## config.mk

```make
export PLATFORM = sky130hd
export DESIGN_NAME = stopwatch_counter
export DESIGN_NICKNAME = d
export VERILOG_FILES = /design/src/rtl/stopwatch_counter.sv
export SDC_FILE = /design/constraint.sdc
export NUM_CORES = 1
export LEC_CHECK = 0
export BUFFER_PORTS_ARGS = -buffer_cell sky130_fd_sc_hd__buf_2
export CELL_PAD_IN_SITES_DETAIL_PLACEMENT = 1
export CELL_PAD_IN_SITES_GLOBAL_PLACEMENT = 1
export CORE_ASPECT_RATIO = 0.6
export CORE_UTILIZATION = 40
export DETAILED_ROUTE_END_ITERATION = 12
export GPL_TIMING_DRIVEN = 0
export HOLD_SLACK_MARGIN = 0.03
export PLACE_DENSITY = 0.78
export SKIP_CTS_REPAIR_TIMING = 1
export SYNTH_ARGS = -nofsm -noshare
export SYNTH_HDL_FRONTEND = slang
export SYNTH_SLANG_ARGS = --single-unit
export TNS_END_PERCENT = 1
```

## constraint.sdc

```tcl
create_clock -name clk -period 6 [get_ports clk]
set_input_delay 0 -clock clk [delete_from_list [all_inputs] [get_ports clk]]
set_output_delay 0 -clock clk [all_outputs]
set_load 0.01 [all_outputs]
```

## src/rtl/stopwatch_counter.sv

```systemverilog
// Stopwatch time base: prescales clk to a centisecond tick and counts min:sec:csec under a 2-bit mode.
// Optional lap capture registers are built only when STOPWATCH_LAP_EN is defined.
module stopwatch_counter #(
  parameter int CLK_DIV = 500000,
  parameter int MIN_W   = 7,
  parameter int MAX_MIN = 99
) (
  input  logic             clk,
  input  logic             reset,
  input  logic [1:0]       en,
  input  logic             lap,
  output logic [6:0]       csec,
  output logic [5:0]       sec,
  output logic [MIN_W-1:0] min,
  output logic             tick,
  output logic             running,
  output logic             ovf,
  output logic [6:0]       lap_csec,
  output logic [5:0]       lap_sec,
  output logic [MIN_W-1:0] lap_min,
  output logic             lap_valid,
  output logic [1:0]       state_dbg
);

  typedef enum logic [1:0] {
    IDLE  = 2'd0,
    RUN   = 2'd1,
    PAUSE = 2'd2,
    DONE  = 2'd3
  } state_t;

  localparam int               DIV_W    = (CLK_DIV > 1) ? $clog2(CLK_DIV) : 1;
  localparam logic [DIV_W-1:0] DIV_LAST = DIV_W'(CLK_DIV - 1);
  localparam logic [MIN_W-1:0] MIN_LAST = MIN_W'(MAX_MIN);

  state_t           state, state_next;
  logic [DIV_W-1:0] div_cnt;
  logic             clear;
  logic             advance;
  logic             tick_due;
  logic             at_max;

  // Handshake-free control: en is a level sampled every edge; en==00 overrides every state.
  assign clear    = (en == 2'b00);
  assign advance  = (state == RUN) && (en == 2'b01);
  assign tick_due = advance && (div_cnt == DIV_LAST);
  assign at_max   = (csec == 7'd99) && (sec == 6'd59) && (min == MIN_LAST);

  assign running   = (state == RUN);
  assign ovf       = (state == DONE);
  assign state_dbg = state;

  always_ff @(posedge clk) begin
    if (reset) state <= IDLE;
    else       state <= state_next;
  end

  always_comb begin
    state_next = state;
    unique case (state)
      IDLE:    if (en == 2'b01) state_next = RUN;
      RUN: begin
        if (en[1])                 state_next = PAUSE;
        else if (tick_due && at_max) state_next = DONE;
      end
      PAUSE:   if (en == 2'b01) state_next = RUN;
      DONE:    state_next = DONE;
      default: state_next = IDLE;
    endcase
    if (clear) state_next = IDLE;
  end

  // Prescaler and cascade; the saturating tick is swallowed so tick never shows outside RUN.
  always_ff @(posedge clk) begin
    if (reset || clear) begin
      div_cnt <= '0;
      csec    <= '0;
      sec     <= '0;
      min     <= '0;
      tick    <= 1'b0;
    end else begin
      tick <= 1'b0;
      if (advance) begin
        if (div_cnt == DIV_LAST) begin
          div_cnt <= '0;
          if (!at_max) begin
            tick <= 1'b1;
            if (csec == 7'd99) begin
              csec <= '0;
              if (sec == 6'd59) begin
                sec <= '0;
                min <= min + 1'b1;
              end else begin
                sec <= sec + 1'b1;
              end
            end else begin
              csec <= csec + 1'b1;
            end
          end
        end else begin
          div_cnt <= div_cnt + 1'b1;
        end
      end
    end
  end

`ifdef STOPWATCH_LAP_EN
  // Capture uses the pre-edge count, so a coincident tick is not included.
  always_ff @(posedge clk) begin
    if (reset || clear) begin
      lap_csec  <= '0;
      lap_sec   <= '0;
      lap_min   <= '0;
      lap_valid <= 1'b0;
    end else begin
      lap_valid <= 1'b0;
      if (lap && (state != IDLE)) begin
        lap_csec  <= csec;
        lap_sec   <= sec;
        lap_min   <= min;
        lap_valid <= 1'b1;
      end
    end
  end
`else
  logic lap_unused;
  assign lap_unused = lap;
  assign lap_csec   = '0;
  assign lap_sec    = '0;
  assign lap_min    = '0;
  assign lap_valid  = 1'b0;
`endif

endmodule

```

==> metrics.yaml <==
run_status:
  status: "finished, final reports clean"
worst_setup_path:
  cp-start-kind: "flip-flop"
  ff2ff_setup_slack_ps: 3470
  crit_buf_inv: 0
  path_delay_family: "simple AND/OR/NAND/NOR gates"
  critPathMaxFanout: 8
  cp_slowest_stage_delay_ps: 650
  crit_slowest_cell: "nor3_1"
  end_kind: "flip-flop"
  crit_required_ps: 6170
  r2r-start: "sec[0]"
  path_class: "reg -> reg"
  path_cells: "ha_1 -> nand2_1 -> nor3_1 -> nand2_1 -> nor4_1 -> xnor2_1 -> nor2_1"
  startpoint: "sec[0]"
  critPathArrivalTime_ps: 2710
  crit_top_cell: "nand2_1"
floorplan:
  die_w_um: 96.3
  coreArea_um2: 5100
  initial_core_util_pct: 41.8
  die_y_um: 58.6
  dieArea_um2: 5640
  ioPinCount: 51
  placementRows: 20
detailed_routing:
  avgViaCountPerCell: 5.09
  wl_mm: 5.30
  drc: 0
  ant_nets: 0
  drtPass1Iterations: 4
  wl_per_cell_um: 14.0
  first_iter_violations: 39
  num_vias: 1924
power_and_ir_drop:
  total_power_uw: 542
  p_per_area_nw_per_um2: 212
  ir_drop_v: 0.0000923
  sw_frac_of_total_pct: 21.5
  intPower_uw: 426
  p_clk_share_pct: 42.7
  total_leakage_power_nw: 1.10
  p_switching_uw: 117
  power_frac_comb_pct: 5.8
  p_seq_share_pct: 51.5
clocking:
  clock-sinks: 42
  cts_buffers: 5
  cts_buffer_depth: 2
  clkTransAtPathRegs_ps: 80
  cts_tree: "done"
  htreeDepth: 2
  root_buffer: "clkbuf_8"
  insertion_delay_ps: 300
synthesis:
  netlist.area_leader.share_pct: 39.4
  synth_area_leaders: "dfxtp_1 39%, buf_4 7.7%, nor2_1 7.0%"
  synthFlopType: "dfxtp_1"
  syn_inst: 255
  synth_cell_types: 38
  synth_largest_area_cell: "dfxtp_1"
  syn-cell-area_um2: 2130
  ys_warn_count: 0
  ys_seq_area_share_pct: 39.4
  avgSynthCellArea_um2: 8.36
  synth_edf_count: 0
  async_flop_share_pct: 0
  ys_ff_latch: 42
global_routing:
  grt_pass1_vias: 1812
  grt_pass1_wl_mm: 8.73
  overflow: 0
  track_usage_pct: 20.6
  antenna_found_initial: 0
  grt_max_degree: 13
finish:
  layout.nets: 321
  post-route-cell-area_um2: 2560
  num_antenna_cells: 0
  syn_to_final_growth_pct: 20.2
  nFillCells: 656
  drive_gt1_share_pct: 19.9
sta:
  hold_violations: 0
  tightest_slew_ps: 835
  drv_slew: 0
  setup_viol: 0
  final.setup.tns_ps: 0
  finClkSkew_ps: 4.97
  rsz0062_at_grt: "no"
  hold_slack_ps: 77.4
  fmax_mhz: 395
  maxSlewHeadroom_pct: 43.9
  fin_crit_sh_pct: 42.2
  fin_crit_ps: 2530
placement:
  io_buffers: 28
  place_hpwl_mm: 3.94
  gp_congestion: 0.818
  placedInstanceArea_um2: 2430
job:
  cap_violations: 0
hold_path:
  hold_class: "in -> reg"
  hold_start: "en[1]"
## cell families (layout without fill, tap and decap cells)
family,count (synthesis),count (layout),synth area share [%]
DFF,42,42,39.4
AOI/OAI and AO/OA,23,23,6.92
buffers and inverters,35,72,10.1
and+or+nand+nor,122,122,29.3
muxes,3,3,1.41
other,1,21,0.176
xor gates and xnor gates,25,25,10.3
adders and majority gates,4,4,2.35
## final cells by class
cell class,instances,area [µm²],area share (%)
sequential,42,841,32.8
clock inverter,1,30.0,1.17
clock buffer,6,82.6,3.22
tap,66,82.6,3.22
multi-input combinational,198,1150,44.9
timing repair buffer,30,160,6.25
inverter,8,30.0,1.17
buffer,27,185,7.23
## placed cells by master, fill, tap and decap left out, types with 2 or more instances in the layout
master	synthesis	routed
xnor2_1	14	14
nand4b_1	2	2
or3_1	3	3
nand2_1	19	19
nand4_1	3	3
buf_2	1	29
nor4b_1	2	2
o21ai_0	5	5
nor2_1	40	40
buf_4	22	22
nor4_1	6	6
and2_1	3	3
and3_1	8	8
inv_1	8	8
or2_2	2	2
clkbuf_8	0	6
mux2i_1	3	3
ha_1	4	4
o211ai_1	2	2
nor3_1	10	10
dfxtp_1	42	42
nor2b_1	2	2
a31oi_1	2	2
a211oi_1	2	2
nand3_1	16	16
xor2_1	11	11
conb_1	1	21
clkbuf_1	4	4
dlygate4sd3_1	0	2
a21oi_1	7	7
or4_1	2	2
## power by group through the flow
stage          Clock, mW  Combinational, mW  Sequential (mW)
2_1_floorplan          0             0.0238            0.286
3_3_place_gp           0             0.0296            0.286
3_5_place_dp           0             0.0298            0.286
4_1_cts            0.235             0.0299            0.280
5_1_grt            0.246             0.0353            0.280
6_report           0.232             0.0312            0.279
## routing by layer
layer / track usage [%] / wire (µm) / up-vias / share of wire (%)
li1: - / - / 946 / -
met1: 30.2 / 2870 / 922 / 54
met2: 29.6 / 2130 / 48 / 40
met3: 4.65 / 237 / 8 / 4.5
met4: 6.82 / 57 / 0 / 1.1
met5: 0 / 0 / - / 0
## registers in the layout (all words and copies together) (netlist names)
| signal | cells |
|---|---|
| state_dbg | 2 |
| min | 7 |
| sec | 6 |
| csec | 7 |
| div_cnt | 19 |
| tick | 1 |
## cells in the mapped netlist, drive strengths merged, types with 5 or more instances
master	instances
nor4	6
nand3	16
inv	8
xor2	11
a21oi	7
dfxtp	42
nor3	10
nand2	19
buf	23
and3	8
o21ai	5
xnor2	14
nor2	40
## worst paths after layout
kind	to	cells past startpoint
max	min[5]	7
max reg2reg	min[5]	7
min reg2reg	csec[1]	2
min	state_dbg[1]	3
## through the flow
| step | util, % | setup WS [ps] | cells |
|---|---|---|---|
| floorplan | - | 3980 | 275 |
| global route | 50.2 | 3290 | 378 |
| detailed placement | 47.6 | 3530 | 369 |
| CTS | 49.8 | 3510 | 376 |
| global placement | 47.6 | 3550 | 369 |
| finish | 50.2 | 3470 | 378 |
## worst min-delay path, delay by kind of cell
family,cells,cell delay (ps)
compound gates,1,150
simple gates,1,50
buf+inv,1,130
(Power assumes the default switching activity.)
